`src/rtl/alu_pkg.sv`:
```
// -----------------------------------------------------------------------------
// alu_pkg
// Shared definitions for the ALU issue stage and its environment.
//   - Datapath widths (data, opcode, register index)
//   - AluOp encodings of the logic group (msb=1); arithmetic ops keep msb=0
//   - State type of the issue sequencer
// No ports: this is a package.
// -----------------------------------------------------------------------------
package alu_pkg;

    localparam int DATA_W    = 8;
    localparam int OP_W      = 4;
    localparam int REG_IDX_W = 2;

    // Logic-group opcodes. The issue stage never decodes these; they are here
    // so the ALU and anything modelling it agree on the encoding.
    localparam logic [OP_W-1:0] OP_NOT  = 4'b1000;
    localparam logic [OP_W-1:0] OP_AND  = 4'b1001;
    localparam logic [OP_W-1:0] OP_OR   = 4'b1010;
    localparam logic [OP_W-1:0] OP_NAND = 4'b1011;
    localparam logic [OP_W-1:0] OP_LR   = 4'b1100;
    localparam logic [OP_W-1:0] OP_RR   = 4'b1101;

    // IDLE: waiting for a command, EXEC: operands are on the ALU for one
    // cycle, RESP: result is being offered on the response handshake.
    typedef enum logic [1:0] {
        IDLE = 2'd0,
        EXEC = 2'd1,
        RESP = 2'd2
    } state_t;

endpackage

```
`src/rtl/alu_issue_8_regfile.sv`:
```
// -----------------------------------------------------------------------------
// regfile_4x8
// Small register file for the ALU issue stage: NREGS entries of DATA_W bits,
// two asynchronous read ports and one synchronous write port. Every entry
// returns to RESET_VAL while rst is high.
//
// Ports:
//   clk      in   1          clock, rising edge
//   rst      in   1          asynchronous active-high reset
//   we       in   1          write enable
//   waddr    in   REG_IDX_W  write index
//   wdata    in   DATA_W     write data
//   raddr_a  in   REG_IDX_W  read port A index
//   rdata_a  out  DATA_W     read port A data (combinational)
//   raddr_b  in   REG_IDX_W  read port B index
//   rdata_b  out  DATA_W     read port B data (combinational)
// -----------------------------------------------------------------------------
module regfile_4x8
    import alu_pkg::*;
#(
    parameter int                NREGS     = 4,
    parameter logic [DATA_W-1:0] RESET_VAL = 8'h00
)
(
    input  logic                 clk,
    input  logic                 rst,
    input  logic                 we,
    input  logic [REG_IDX_W-1:0] waddr,
    input  logic [DATA_W-1:0]    wdata,
    input  logic [REG_IDX_W-1:0] raddr_a,
    output logic [DATA_W-1:0]    rdata_a,
    input  logic [REG_IDX_W-1:0] raddr_b,
    output logic [DATA_W-1:0]    rdata_b
);

    logic [DATA_W-1:0] regs [NREGS];

    // Storage: reset clears every entry to RESET_VAL at once; otherwise a
    // single entry is written when we is high. Reads see the value stored
    // before this edge, so a read of the register being written returns the
    // old contents.
    always_ff @(posedge clk or posedge rst) begin
        if (rst) begin
            for (int i = 0; i < NREGS; i++) begin
                regs[i] <= RESET_VAL;
            end
        end else if (we) begin
            regs[waddr] <= wdata;
        end
    end

    assign rdata_a = regs[raddr_a];
    assign rdata_b = regs[raddr_b];

endmodule

```
`src/rtl/alu_issue_8.sv`:
```
// -----------------------------------------------------------------------------
// alu_issue_8
// Sequencing stage in front of the 8-bit combinational ALU. Takes one command
// at a time over a valid/ready handshake, either loading an immediate into the
// register file or issuing registered operands/opcode to the ALU, then writes
// the result back and offers it on a response handshake.
//
// Optional feature: define ALU_ISSUE_ZFLAG_EN to add the RespZero output,
// registered alongside RespData and high when the written value is zero.
//
// Ports:
//   Clk        in   1  clock, rising edge
//   Reset      in   1  asynchronous active-high reset
//   CmdValid   in   1  command present
//   CmdReady   out  1  stage can accept a command (state IDLE)
//   CmdOp      in   4  AluOp to issue
//   CmdLoad    in   1  write CmdImm to CmdDst, bypassing the ALU
//   CmdUseImm  in   1  B operand comes from CmdImm instead of R[CmdSrcB]
//   CmdDst     in   2  destination register index
//   CmdSrcA    in   2  A operand register index
//   CmdSrcB    in   2  B operand register index
//   CmdImm     in   8  immediate value
//   A          out  8  registered ALU operand A
//   B          out  8  registered ALU operand B
//   AluOp      out  4  registered ALU opcode
//   AluResult  in   8  combinational ALU result
//   RespValid  out  1  response valid (state RESP)
//   RespReady  in   1  consumer accepts the response
//   RespData   out  8  value written to the destination register
//   RespDst    out  2  destination index of the response
//   RespZero   out  1  RespData == 0 (only with ALU_ISSUE_ZFLAG_EN)
// -----------------------------------------------------------------------------
module alu_issue_8
    import alu_pkg::*;
#(
    parameter int                NREGS     = 4,
    parameter logic [DATA_W-1:0] RESET_VAL = 8'h00
)
(
    input  logic                 Clk,
    input  logic                 Reset,
    input  logic                 CmdValid,
    output logic                 CmdReady,
    input  logic [OP_W-1:0]      CmdOp,
    input  logic                 CmdLoad,
    input  logic                 CmdUseImm,
    input  logic [REG_IDX_W-1:0] CmdDst,
    input  logic [REG_IDX_W-1:0] CmdSrcA,
    input  logic [REG_IDX_W-1:0] CmdSrcB,
    input  logic [DATA_W-1:0]    CmdImm,
    output logic [DATA_W-1:0]    A,
    output logic [DATA_W-1:0]    B,
    output logic [OP_W-1:0]      AluOp,
    input  logic [DATA_W-1:0]    AluResult,
    output logic                 RespValid,
    input  logic                 RespReady,
    output logic [DATA_W-1:0]    RespData,
    output logic [REG_IDX_W-1:0] RespDst
`ifdef ALU_ISSUE_ZFLAG_EN
    ,
    output logic                 RespZero
`endif
);

    state_t state;
    state_t next_state;

    logic                 accept;
    logic                 issue_alu;
    logic                 issue_load;
    logic                 rf_we;
    logic [REG_IDX_W-1:0] rf_waddr;
    logic [DATA_W-1:0]    rf_wdata;
    logic [DATA_W-1:0]    rd_a;
    logic [DATA_W-1:0]    rd_b;
    logic [DATA_W-1:0]    operand_b;
    logic [REG_IDX_W-1:0] dst_q;

    // A command is taken whenever it is offered while idle; loads skip EXEC.
    assign accept     = CmdValid && (state == IDLE);
    assign issue_load = accept && CmdLoad;
    assign issue_alu  = accept && !CmdLoad;

    assign operand_b = CmdUseImm ? CmdImm : rd_b;

    // The register file has a single write port shared by two sources: the
    // immediate of a load on its accept edge, and the ALU result at the end
    // of EXEC. These can never coincide because EXEC is never IDLE.
    always_comb begin
        rf_we    = 1'b0;
        rf_waddr = CmdDst;
        rf_wdata = CmdImm;
        if (state == EXEC) begin
            rf_we    = 1'b1;
            rf_waddr = dst_q;
            rf_wdata = AluResult;
        end else if (issue_load) begin
            rf_we    = 1'b1;
        end
    end

    regfile_4x8 #(
        .NREGS     (NREGS),
        .RESET_VAL (RESET_VAL)
    ) u_regfile (
        .clk     (Clk),
        .rst     (Reset),
        .we      (rf_we),
        .waddr   (rf_waddr),
        .wdata   (rf_wdata),
        .raddr_a (CmdSrcA),
        .rdata_a (rd_a),
        .raddr_b (CmdSrcB),
        .rdata_b (rd_b)
    );

    // State register. Reset drops straight back to IDLE, which abandons any
    // command in flight before it can write back or respond.
    always_ff @(posedge Clk or posedge Reset) begin
        if (Reset) begin
            state <= IDLE;
        end else begin
            state <= next_state;
        end
    end

    // Next-state and handshake outputs. EXEC always lasts exactly one cycle;
    // RESP waits for the consumer, and RespReady is ignored in other states.
    always_comb begin
        next_state = state;
        CmdReady   = 1'b0;
        RespValid  = 1'b0;
        case (state)
            IDLE: begin
                CmdReady = 1'b1;
                if (CmdValid) begin
                    next_state = CmdLoad ? RESP : EXEC;
                end
            end
            EXEC: begin
                next_state = RESP;
            end
            RESP: begin
                RespValid = 1'b1;
                if (RespReady) begin
                    next_state = IDLE;
                end
            end
            default: begin
                next_state = IDLE;
            end
        endcase
    end

    // ALU operand registers and response registers. Operands only change on
    // an ALU accept, so they stay put through loads and idle time. The
    // response registers follow every register file write, which keeps
    // RespData/RespDst stable for the whole RESP state.
    always_ff @(posedge Clk or posedge Reset) begin
        if (Reset) begin
            A        <= '0;
            B        <= '0;
            AluOp    <= '0;
            dst_q    <= '0;
            RespData <= '0;
            RespDst  <= '0;
        end else begin
            if (issue_alu) begin
                A     <= rd_a;
                B     <= operand_b;
                AluOp <= CmdOp;
                dst_q <= CmdDst;
            end
            if (rf_we) begin
                RespData <= rf_wdata;
                RespDst  <= rf_waddr;
            end
        end
    end

`ifdef ALU_ISSUE_ZFLAG_EN
    // Zero flag travels with RespData so it describes the same value.
    always_ff @(posedge Clk or posedge Reset) begin
        if (Reset) begin
            RespZero <= 1'b0;
        end else if (rf_we) begin
            RespZero <= (rf_wdata == '0);
        end
    end
`endif

endmodule

```
`config.mk`:
```
export PLATFORM = sky130hd
export DESIGN_NAME = alu_issue_8
export DESIGN_NICKNAME = d
export VERILOG_FILES = /design/src/rtl/alu_pkg.sv /design/src/rtl/alu_issue_8_regfile.sv /design/src/rtl/alu_issue_8.sv
export SDC_FILE = /design/constraint.sdc
export NUM_CORES = 1
export LEC_CHECK = 0
export BUFFER_PORTS_ARGS = -buffer_cell sky130_fd_sc_hd__clkbuf_2
export CAP_MARGIN = 10
export CORE_MARGIN = 1.5
export CORE_UTILIZATION = 50
export CTS_BUF_LIST = sky130_fd_sc_hd__clkbuf_2
export DETAILED_ROUTE_END_ITERATION = 10
export HOLD_SLACK_MARGIN = 0.12
export PLACE_DENSITY = 0.83
export RECOVER_POWER = 25
export SLEW_MARGIN = 10
export SYNTH_ARGS = -nofsm -noshare
export SYNTH_HDL_FRONTEND = slang
export SYNTH_SLANG_ARGS = --single-unit
```
`constraint.sdc`:
```
create_clock -name Clk -period 3.55 [get_ports Clk]
set_input_delay 0.5325 -clock Clk [delete_from_list [all_inputs] [get_ports Clk]]
set_output_delay 0.5325 -clock Clk [all_outputs]
set_load 0.005 [all_outputs]
```
==> key figures <==
Floorplanning
  – Area of the core: 0.00631 mm2
  – Ports: 64
  – Die height: 83.5 um
  – Die Wd: 83.5 um
  – Effective utilization at floorplan: 51.3%
  – Die Area: 0.00697 mm2
  – Cell row count: 29

Placement
  – DP Wirelength: 4450 um
  – RePlAce Congestion: 0.770
  – Port Buf Inserts: 63

STA
  – RSZ-0062 raised after global routing: no
  – Slew margin rel.: -24.9%
  – Final Skew: 0.0198 ns
  – Final period util: 61.2%
  – Final setup TNS: 0 ns
  – Final Critical Period: 2.17 ns
  – Final setup violation count: 0
  – Final Slew Violations: 50
  – Measured slew at the worst slew-check pin: 1.87 ns
  – F_max: 460 MHz
  – Final Hold Fails: 0

Yosys
  – Commonest cells post-synth: 66 x dfrtp_1, 43 x mux2_2, 16 x mux2_4, 16 x mux4_2
  – Top-area cell type share of the netlist area: 51.0%
  – Syn Nets: 243
  – Synthesized area per cell: 15.4 um2
  – Most common cell in the netlist: dfrtp_1
  – Post-synth EDFFs: 0
  – Synth area leaders: dfrtp_1 51%, mux2_2 15%, mux4_2 11%
  – Synth unique cells: 30
  – Mapped cell area: 0.00324 mm2
  – Synth Flop Type: dfrtp_1
  – FFs w/ async S/R, synth: 100%
  – Yosys Warn Count: 0
  – Sequential share of the synthesized area: 51.0%
  – Synthesized instance count: 211
  – Post-synthesis register bit count: 66
  – Synth area leader: dfrtp_1

GRT
  – Global-route wire length before repair: 10,800 um
  – GR Util met2: 33.2%
  – GR peak layer: met2
  – M1 GR Usage: 26.9%
  – Gr ovfl total: 0
  – Largest net degree at the start of global routing: 50
  – Vias in the first global route: 2,108
  – M3 GR Usage: 5.34%
  – Initial antenna violation count: 0
  – Global-route usage over all layers: 20.4%

Route
  – Initial DRC Count: 59
  – # DRC: 0
  – WL/cell: 18.9 um
  – Routed Antenna Nets: 0
  – Vias/cell: 5.75
  – DRT Pass-1 Iters: 4
  – Final WL: 6720 um
  – Total number of vias: 2,043

Critical path
  – CP Data Arrival Time: 2.56 ns
  – CP max FO: 14
  – Crit. End Element: flop
  – WP data required: 3.94 ns
  – WS Path Type: flop to flop
  – Crit start category: flop

Pwr
  – Net Sw Frac: 30.5%
  – Static leakage: 1.70 nW
  – P_int: 1.85 mW
  – Reg power frac: 50.2%
  – Pwr dens: 727 mW/mm2
  – Clock share of power: 15.9%
  – Switching pwr: 0.813 mW
  – VDD IR max: 0.000439 V
  – Comb power frac: 33.9%

Clock network
  – Clock tree root driver cell: clkbuf_2
  – CTS tree: done
  – Clock Latency Late Sink: 0.49 ns
  – Total setup buffers inserted after CTS: 0
  – Clock Sinks: 66
  – Htree depth: 3
  – Cts bufs inserted: 9
  – Hold buffers post-CTS: 0
  – Clock transition at path regs: 0.18 ns
  – Maximum clock path buffer count: 2
  – Cts repair resizes: 0

Cells and area
  – Final core utilization: 58.1%
  – Fin nets: 305
  – Antenna cells: 0
  – Area grow syn2layout: 13.3%
  – Layout cells sized above 1: 56.8%

Run status
  – Status: finished, violations left
  – Violated checks: max-capacitance violations, max-slew violations

Run
  – Max-Cap Viols: 1

Hold path
  – Hold Path Class: input pin to flop
per-layer routing:
| metal | up-vias | wire, um |
|---|---|---|
| met5 | - | 0 |
| met4 | 0 | 78 |
| met3 | 13 | 462 |
| met2 | 82 | 3270 |
| met1 | 1030 | 2910 |
| li1 | 918 | - |
final cells by class:
cell class,instances,area [um2]
clock buffers,12,60.1
fillers,520,2640
clock inverters,4,42.5
inverters,3,11.3
flip-flops and latches,66,1650
repair buffers,65,330
multi-input cells,128,1480
well taps,77,96.3
metrics by stage:
step | instances | power [mW] | hold slack (ns) | setup slack, ns | area (um2)
detailed placement | 339 | 2.26 | 0.495 | 1.43 | 3570
global route | 355 | 2.83 | 0.211 | 1.31 | 3670
global placement | 339 | 2.21 | 0.488 | 1.55 | 3570
floorplan | 211 | 1.95 | 0.476 | 1.36 | 3240
CTS | 355 | 2.68 | 0.235 | 1.38 | 3670
finish | 355 | 2.67 | 0.256 | 1.38 | 3670
power by group through the flow:
stage          Sequential, mW  Clock [mW]  Combinational, mW
5_1_grt                  1.38       0.467              0.983
2_1_floorplan            1.29           0              0.655
3_3_place_gp             1.33           0              0.882
6_report                 1.34       0.424              0.904
4_1_cts                  1.33       0.431              0.918
3_5_place_dp             1.35           0              0.918
worst paths after layout:
path | startpoint | slack, ns | endpoint | cells after the start
setup / recovery | state[0]$_DFFE_PP0P_ | 1.38 | u_regfile.regs[3]$_DFFE_PP0P_ | 3
hold / removal | CmdOp[3] | 0.26 | AluOp[3]$_DFFE_PP0P_ | 2
setup reg to reg | state[0]$_DFFE_PP0P_ | 1.38 | u_regfile.regs[3]$_DFFE_PP0P_ | 3
hold reg to reg | AluOp[1]$_DFFE_PP0P_ | 0.53 | AluOp[1]$_DFFE_PP0P_ | 1
max in group asynchronous | Reset | 1.83 | u_regfile.regs[13]$_DFFE_PP0P_ | 3
min in group asynchronous | Reset | 0.60 | AluOp[2]$_DFFE_PP0P_ | 2
layout by cell type, fill, tap and decap left out:
cell | netlist | routed
nor2_2 | 1 | 1
buf_4 | 3 | 2
nand2_1 | 2 | 2
mux2_2 | 43 | 43
and4b_1 | 2 | 2
o31a_1 | 1 | 1
o32a_1 | 1 | 1
a32o_2 | 1 | 1
clkinv_2 | 0 | 1
mux2_1 | 2 | 2
a21o_1 | 1 | 1
a32oi_1 | 1 | 1
a32oi_4 | 1 | 1
mux2_4 | 16 | 16
clkbuf_2 | 0 | 75
nor4b_4 | 1 | 1
mux4_2 | 16 | 16
nor2b_1 | 2 | 2
dfrtp_1 | 66 | 66
and2b_1 | 1 | 1
nand2b_1 | 1 | 1
nor2_1 | 10 | 10
nand4bb_1 | 1 | 1
a21oi_1 | 10 | 10
or4b_1 | 1 | 1
o21ai_0 | 5 | 5
clkinv_1 | 0 | 2
mux2i_1 | 8 | 8
bufinv_16 | 0 | 1
inv_1 | 3 | 3
cells by family (layout without fill, tap and decap cells):
| family | count (synthesis) | count (layout) | share of synthesized area, % |
|---|---|---|---|
| simple gates | 22 | 22 | 4.40 |
| compound gates | 21 | 21 | 4.59 |
| buf+inv | 17 | 84 | 3.40 |
| flops | 66 | 66 | 51.0 |
| mux | 85 | 85 | 36.6 |
worst max-delay path, stage by stage, from the launching register on:
cell and delay (ns):
dfrtp_1 0.63, and2b_1 0.58, a32o_2 0.52, mux2_4 0.34
state kept, by name (all words and copies together) (netlist names):
signal,flops
state,2
RespDst,2
A,8
B,8
u_regfile.regs,32
AluOp,4
dst_q,2
RespData,8
Power figures use the tool's default switching activity.
